<file path="config.mk">
export PLATFORM = sky130hd
export DESIGN_NAME = rng_ci_master
export DESIGN_NICKNAME = d
export VERILOG_FILES = /design/src/rtl/rng_ci_master.sv
export SDC_FILE = /design/constraint.sdc
export NUM_CORES = 1
export LEC_CHECK = 0
export CAP_MARGIN = 40
export CORE_ASPECT_RATIO = 1.1
export CORE_MARGIN = 2
export CORE_UTILIZATION = 41
export DETAILED_ROUTE_END_ITERATION = 6
export GPL_ROUTABILITY_DRIVEN = 0
export MAX_ROUTING_LAYER = met4
export PLACE_DENSITY = 0.81
export SLEW_MARGIN = 20
export SYNTH_ARGS = -nofsm -noshare
export SYNTH_HDL_FRONTEND = slang
export SYNTH_SLANG_ARGS = --single-unit
</file>
<file path="constraint.sdc">
create_clock -name clk -period 2.11 [get_ports clk]
set_clock_uncertainty 0.1 [all_clocks]
set_input_delay 0.3165 -clock clk [delete_from_list [all_inputs] [get_ports clk]]
set_output_delay 0.3165 -clock clk [all_outputs]
set_load 0.01 [all_outputs]
</file>
<file path="src/rtl/rng_ci_master.sv">
// rng_ci_master
//   Initiator for the die-roll RNG custom-instruction handshake. A roll request
//   (die code, roll count) becomes a burst of start/dataa/datab transactions.
//   Each transaction waits on done, captures result[4:0] and adds it to a
//   running burst sum.
//
// Ports
//   clk, reset        system clock, synchronous active-high reset
//   i_roll            request pulse, accepted only while idle
//   i_dieSelect[3:0]  die code, latched on an accepted request
//   i_numRolls[2:0]   rolls per burst minus one, latched on an accepted request
//   ci_clk_en         high while a transaction is issued or awaited
//   ci_start          one-cycle strobe per transaction
//   ci_dataa[31:0]    zero-extended latched die code
//   ci_datab[31:0]    constant zero
//   ci_result[31:0]   responder result (bits [4:0] used)
//   ci_done           responder done (level or pulse)
//   o_busy            high whenever not idle
//   o_lastRoll[4:0]   most recent captured roll
//   o_sum[7:0]        burst sum
//   o_valid           one-cycle pulse on successful burst completion
//   o_timeout         one-cycle pulse when a transaction times out
module rng_ci_master #(
  parameter int unsigned TIMEOUT_CYCLES = 1024,
  parameter int unsigned GAP_CYCLES     = 2
) (
  input  logic        clk,
  input  logic        reset,
  input  logic        i_roll,
  input  logic [3:0]  i_dieSelect,
  input  logic [2:0]  i_numRolls,
  output logic        ci_clk_en,
  output logic        ci_start,
  output logic [31:0] ci_dataa,
  output logic [31:0] ci_datab,
  input  logic [31:0] ci_result,
  input  logic        ci_done,
  output logic        o_busy,
  output logic [4:0]  o_lastRoll,
  output logic [7:0]  o_sum,
  output logic        o_valid,
  output logic        o_timeout
);

  localparam int unsigned TW = $clog2(TIMEOUT_CYCLES);
  localparam int unsigned GW = (GAP_CYCLES > 1) ? $clog2(GAP_CYCLES) : 1;

  typedef enum logic [2:0] {
    IDLE,
    DRAIN,
    ISSUE,
    WAIT,
    GAP,
    DONE,
    ABORT
  } state_t;

  state_t        state_q;
  logic [3:0]    die_q;
  logic [2:0]    num_q;
  logic [2:0]    roll_cnt_q;
  logic [TW-1:0] wait_cnt_q;
  logic [GW-1:0] gap_cnt_q;
  logic          clk_en_q;
  logic          start_q;
  logic          busy_q;
  logic [4:0]    last_q;
  logic [7:0]    sum_q;
  logic          valid_q;
  logic          timeout_q;
  logic [7:0]    sum_d;

  // Only the low five result bits carry the roll.
  logic unused_result;
  assign unused_result = ^ci_result[31:5];

  always_comb begin
    sum_d = sum_q + {3'b000, ci_result[4:0]};
  end

  // Outputs are registered: each is set on the transition into the state
  // that owns it, so they line up with the state register.
  always_ff @(posedge clk) begin
    if (reset) begin
      state_q    <= IDLE;
      die_q      <= '0;
      num_q      <= '0;
      roll_cnt_q <= '0;
      wait_cnt_q <= '0;
      gap_cnt_q  <= '0;
      clk_en_q   <= 1'b0;
      start_q    <= 1'b0;
      busy_q     <= 1'b0;
      last_q     <= '0;
      sum_q      <= '0;
      valid_q    <= 1'b0;
      timeout_q  <= 1'b0;
    end else begin
      start_q   <= 1'b0;
      valid_q   <= 1'b0;
      timeout_q <= 1'b0;
      case (state_q)
        IDLE: begin
          if (i_roll) begin
            die_q      <= i_dieSelect;
            num_q      <= i_numRolls;
            sum_q      <= '0;
            roll_cnt_q <= '0;
            busy_q     <= 1'b1;
            state_q    <= DRAIN;
          end
        end
        DRAIN: begin
          // A done level left over from the previous roll must clear first.
          if (!ci_done) begin
            start_q  <= 1'b1;
            clk_en_q <= 1'b1;
            state_q  <= ISSUE;
          end
        end
        ISSUE: begin
          wait_cnt_q <= '0;
          state_q    <= WAIT;
        end
        WAIT: begin
          // Done takes priority over an expiring timeout on the same cycle.
          if (ci_done) begin
            last_q     <= ci_result[4:0];
            sum_q      <= sum_d;
            roll_cnt_q <= roll_cnt_q + 3'd1;
            clk_en_q   <= 1'b0;
            if (roll_cnt_q == num_q) begin
              valid_q <= 1'b1;
              state_q <= DONE;
            end else begin
              gap_cnt_q <= '0;
              state_q   <= GAP;
            end
          end else if (wait_cnt_q == TW'(TIMEOUT_CYCLES - 1)) begin
            timeout_q <= 1'b1;
            clk_en_q  <= 1'b0;
            state_q   <= ABORT;
          end else begin
            wait_cnt_q <= wait_cnt_q + 1'b1;
          end
        end
        GAP: begin
          if (gap_cnt_q == GW'(GAP_CYCLES - 1)) begin
            state_q <= DRAIN;
          end else begin
            gap_cnt_q <= gap_cnt_q + 1'b1;
          end
        end
        DONE: begin
          busy_q  <= 1'b0;
          state_q <= IDLE;
        end
        ABORT: begin
          busy_q  <= 1'b0;
          state_q <= IDLE;
        end
        default: begin
          busy_q   <= 1'b0;
          clk_en_q <= 1'b0;
          state_q  <= IDLE;
        end
      endcase
    end
  end

  assign ci_clk_en  = clk_en_q;
  assign ci_start   = start_q;
  assign ci_dataa   = {28'b0, die_q};
  assign ci_datab   = '0;
  assign o_busy     = busy_q;
  assign o_lastRoll = last_q;
  assign o_sum      = sum_q;
  assign o_valid    = valid_q;
  assign o_timeout  = timeout_q;

endmodule

</file>
**Word-level counts from Yosys, hierarchy flattened**

Index checks and enable logic that the tools add are counted.

- Register bits: 42
- Input bits: 43
- Output and inout port bits: 82

- Add/sub/neg operators: 4
- Equal/unequal tests: 16
- Multiplexer cells: 29
- Bitwise gates (word level): 5
- Reduce and logical (&&, ||, !) cells: 17

Operators by type and width:

| operator | count |
|---|---|
| $mux W3 | 7 |
| $mux W10 | 2 |
| $pmux W10 S2 | 1 |
| $mux W8 | 2 |
| $pmux W8 S2 | 1 |
| $pmux W3 S5 | 1 |
| $ne A2 B2 Y1 const B | 7 |
| $reduce_and A3 Y1 | 4 |
| $mux W1 | 11 |
| $add A10 B1 Y10 const B | 1 |
| $eq A10 B10 Y1 const B | 1 |
| $eq A3 B3 Y1 const B | 3 |
| $add A8 B5 Y8 | 1 |
| $eq A3 B2 Y1 const B | 2 |
| $pmux W3 S2 | 1 |
| $reduce_and A2 Y1 | 3 |
| $reduce_bool A2 Y1 | 3 |
| $reduce_or A3 Y1 | 2 |
| $not A1 Y1 | 5 |
| $reduce_or A5 Y1 | 1 |
| $pmux W1 S2 | 2 |
| $reduce_and A4 Y1 | 1 |
| $reduce_or A4 Y1 | 1 |
| $add A3 B1 Y3 const B | 1 |
| other kinds (7) | 7 |

**Longest topological paths before layout**

- Depth in word-level cells: 4
- Gate-level depth with buffers: 6

**Worst setup path after synthesis**

OpenSTA, ideal clock, no wires.

- Path type: flip-flop to flip-flop
- Start: register sum_q[0], in the netlist o_sum[0]
- End: register sum_q[4], in the netlist o_sum[4]
- Library setup time: 0.070 ns
- Arrival: 1.639 ns
- Data required time: 1.940 ns
- Slack: 0.301 ns
- Cell stages (with the launch flop): 6
- Path buffers: 0
- Clock period less this slack: 1.809 ns
- Path through: dfxtp_1 ha_1 fa_1 a211o_1 a211o_1 a21oi_1

- Longest elaborated chain between the ends: 3

Ends and longest elaborated chain:

| what | RTL line | source |
|---|---|---|
| start, declared | 68 | `logic [7:0] sum_q;` |
| start signal, assigned | 129 | `sum_q <= sum_d;` |
| $add A8 B5 Y8 | 78 | `sum_d = sum_q + {3'b000, ci_result[4:0]};` |
| $mux W8 | 127 | `if (ci_done) begin` |
| $pmux W8 S2 | 102 | `case (state_q)` |

No other way between the ends. The select of a mux whose other input is x is not followed.
A chain may end at the register's enable or synchronous reset.

**Worst setup path in the final report**

- Start: input port ci_result[1]
- End: register sum_q[5], in the netlist o_sum[5]

- Longest elaborated chain between the ends: 3

Ends and longest elaborated chain:

| what | RTL line | source |
|---|---|---|
| start, declared | 36 | `input logic [31:0] ci_result,` |
| $add A8 B5 Y8 | 78 |  |
| $mux W8 | 127 |  |
| $pmux W8 S2 | 102 |  |

No other way between the ends. The select of a mux whose other input is x is not followed.

==> results.md <==
| Group | Parameter | This run |
|---|---|---|
| run status | Status | complete, no violations |
| logic synthesis | Top FF cell, synth | dfxtp_1 |
| logic synthesis | Post-synthesis sequential area ratio | 32.5% |
| global route | GR Util All Layers | 15.2% |
| logic synthesis | Number of flops mapped to enable cells by yosys | 0 |
| logic synthesis | Leading area contributor after synthesis | dfxtp_1 |
| route | Count of unresolved DRC violations after routing | 0 |
| route | Post-detailed-routing wire length | 5170 um |
| clock network | Buffers inserted by post-CTS timing repair | 0 |
| timing | Post-layout min period | 2.02 ns |
| logic synthesis | FF+latch count, synth | 42 |
| power | Power Dens Cells | 569 nW/um^2 |
| power | Flop pwr share | 49.9% |
| power | Clock network fraction of design power | 31.8% |
| hold path | Min-Delay Path Depth | 2 |
| logic synthesis | Post-Syn Instances | 304 |
| clock network | Clock latency reported for the late side of the worst-skew pair | 0.30 ns |
| route | DR vias/cell | 4.85 |
| clock network | Sinks on the clock net | 42 |
| logic synthesis | Total standard cell area after synthesis | 2590 sq um |
| hold path | Hold Path Class | register to register |
| setup path | Nature of the critical path endpoint | register |
| global route | Pin count of the biggest net entering global routing | 34 |
| logic synthesis | Synth top area cells | dfxtp_1, buf_4, a21oi_1 |
| clock network | Hold-fix buffers, CTS | 0 |
| route | TritonRoute pass-1 iters | 4 |
| setup path | Crit Path Category | primary input to register |
| layout | Fillcell total | 606 |
| global route | Gr ovfl total | 0 |
| clock network | CTS Buf Count | 5 |
| power | Leakage power of the design | 0.00125 uW |
| layout | Diodes inserted | 0 |
| layout | Finished Core Util | 48.4% |
| power | Proportion of total power due to net switching | 30.0% |
| power | Power spent charging and discharging nets | 510 uW |
| timing | Peak clock frequency supported by timing | 494 MHz |
| timing | Pins over their slew limit | 0 |
| route | Count of antenna-violating nets left after detailed routing | 0 |
| route | Iter 0 DRT Violations | 75 |
| placement | Cell area reported after detailed placement | 2880 sq um |
| route | Average wire length per cell after detail routing | 12.1 um |
| layout | Layout Nets | 398 |
| die | Core footprint | 6160 sq um |
| setup path | FF-to-FF path depth | 6 |
| timing | Worst slew slack as a fraction of its limit | 58.7% |
| clock network | TritonCTS clock tree | built |
| die | Horizontal die dimension | 79.7 um |
| setup path | Critical path arrival | 2.16 ns |
| layout | Storage element area | 841 sq um |
| timing | Final-layout setup total negative slack | 0 ns |
| logic synthesis | Ys async rst share | 0% |
| layout | Design Area, Final | 2980 sq um |
| clock network | Root buffer cell | clkbuf_8 |
| timing | Finish-stage setup viols | 0 |
| power | Combinational cell fraction of total power | 18.3% |
| layout | Share of post-route cells with drive strength above 1 | 10.6% |
| setup path | Setup slack of the worst register-to-register path | 0.24 ns |
| setup path | CP startpoint kind | primary input |
| timing | Count of endpoints failing hold in the final timing report | 0 |
| power | Final Total Pwr | 1700 uW |
| power | Maximum ir drop on the vdd rail | 0.386 mV |
| layout | Most used cells in the layout excluding fill and tap cells | conb_1, dfxtp_1, nand2_1, clkdlybuf4s50_1, a21oi_1 |
| layout | Area used by multi-input combinational logic | 1450 sq um |
| timing | Transition time of the tightest slew-check pin | 0.618 ns |
| setup path | Peak fanout along the critical path | 3 |
| global route | Via count of the first global-routing pass | 1,847 |
| die | Total die area | 6960 sq um |
| timing | Portion of the clock cycle consumed by the worst path in the final layout | 95.9% |
| clock network | Resized Gates After CTS | 0 |
| placement | Number of input and output port buffers inserted | 37 |
| die | Vert. Die Dim | 87.3 um |
| setup path | CP required | 2.24 ns |
| logic synthesis | Synth top area share | 32.5% |
| layout | Area added between synthesis and finish | 15.2% |
| clock network | CTS clock-pin slew for the worst setup and hold paths | 0.09 ns |
| die | Initial cell density of the core | 42.0% |
| logic synthesis | Post-synthesis average cell area | 8.51 sq um |
| timing | RSZ-0062 raised after global routing | false |
| die | IO Pins | 125 |
| global route | Number of antenna violations at the first check in global routing | 0 |
| logic synthesis | Number of warnings issued by yosys | 0 |
| power | Internal | 1190 uW |
| die | Std cell rows | 30 |
| clock network | Maximum root-to-sink buffer count | 2 |
| timing | Fin Hold WS | 0.357 ns |
| flow run | Number of maximum-capacitance constraint violations | 0 |
| logic synthesis | Distinct cells, synth | 55 |
| clock network | CTS H-tree lvls | 2 |
| route | Count of vias placed by the detailed router | 2,075 |
| global route | Wire length of the first global-routing pass | 8310 um |
| placement | Placed wire-length estimate | 3730 um |
| layout | Most frequent standard cell in the layout excluding fill and tap cells | conb_1 |
## metal layers
metal / share of wire [%] / GRT usage (%) / vias to the layer above
li1: - / - / 1034
met5: 0 / - / -
met1: 43 / 17.6 / 978
met3: 3.8 / 2.80 / 5
met4: 0.70 / 3.54 / 0
met2: 53 / 27.2 / 58
## kinds of logic after synthesis
family,Yosys count,share of synthesized area [%]
xor+xnor,5,1.69
flops,42,32.5
mux,2,0.774
simple gates,97,22.0
compound gates,73,18.4
other cells,1,0.145
fa+ha+maj,8,4.16
buf+inv,76,20.4
## cell usage after synthesis, drive strengths merged, types with 2 or more instances
cell / number
a211oi: 4
a21o: 2
nor3: 3
ha: 7
nor3b: 3
nor4b: 2
o21a: 2
xor2: 2
o41ai: 2
nand4: 3
or4: 2
mux2i: 2
a211o: 6
or2: 2
nand2: 39
nand3: 12
buf: 67
clkbuf: 8
xnor2: 3
a21oi: 31
o31ai: 13
o21ai: 5
a31oi: 2
nand2b: 6
dfxtp: 42
nor2: 12
and3: 3
## state kept, by name, summed over array words and instances (netlist names)
name and cells:
wait_cnt_q 10, o_sum 8, o_lastRoll 5, die_q 4
num_q 3, roll_cnt_q 3, state_q 3, ci_clk_en 1
ci_start 1, gap_cnt_q 1, o_busy 1, o_timeout 1
o_valid 1
## metrics by stage
stage	worst slack, ns	cells
2_1_floorplan	0.301	363
6_report	0.0857	428
4_1_cts	0.0648	428
5_1_grt	0.0108	428
3_3_place_gp	-0.224	420
3_5_place_dp	-0.248	420
## critical path, stage by stage
cell,delay (ns)
clkdlybuf4s50_1,0.48
ha_1,0.34
a211o_1,0.29
a211oi_1,0.35
buf_4,0.19
o31ai_1,0.06
a21oi_1,0.13
## power groups by stage
stage	combinational [uW]	sequential [uW]	clock, uW
after floorplan	279	861	0
after global placement	301	865	0
after detailed placement	308	865	0
after CTS	308	847	558
after global routing	343	852	591
final	311	847	539
## area by class of cell
class	instances	area share (%)
clock buffer	5	2.31
tap	80	3.36
inverter	1	0.126
timing repair buffer	52	16.6
sequential	42	28.2
clock inverter	3	0.798
multi-input combinational	245	48.6
## worst paths after layout
kind | start | to
min reg2reg | o_lastRoll[2] | o_lastRoll[2]
max reg2reg | o_sum[1] | o_sum[5]
min | o_lastRoll[2] | o_lastRoll[2]
max | ci_result[1] | o_sum[5]
(Power assumes the default switching activity.)
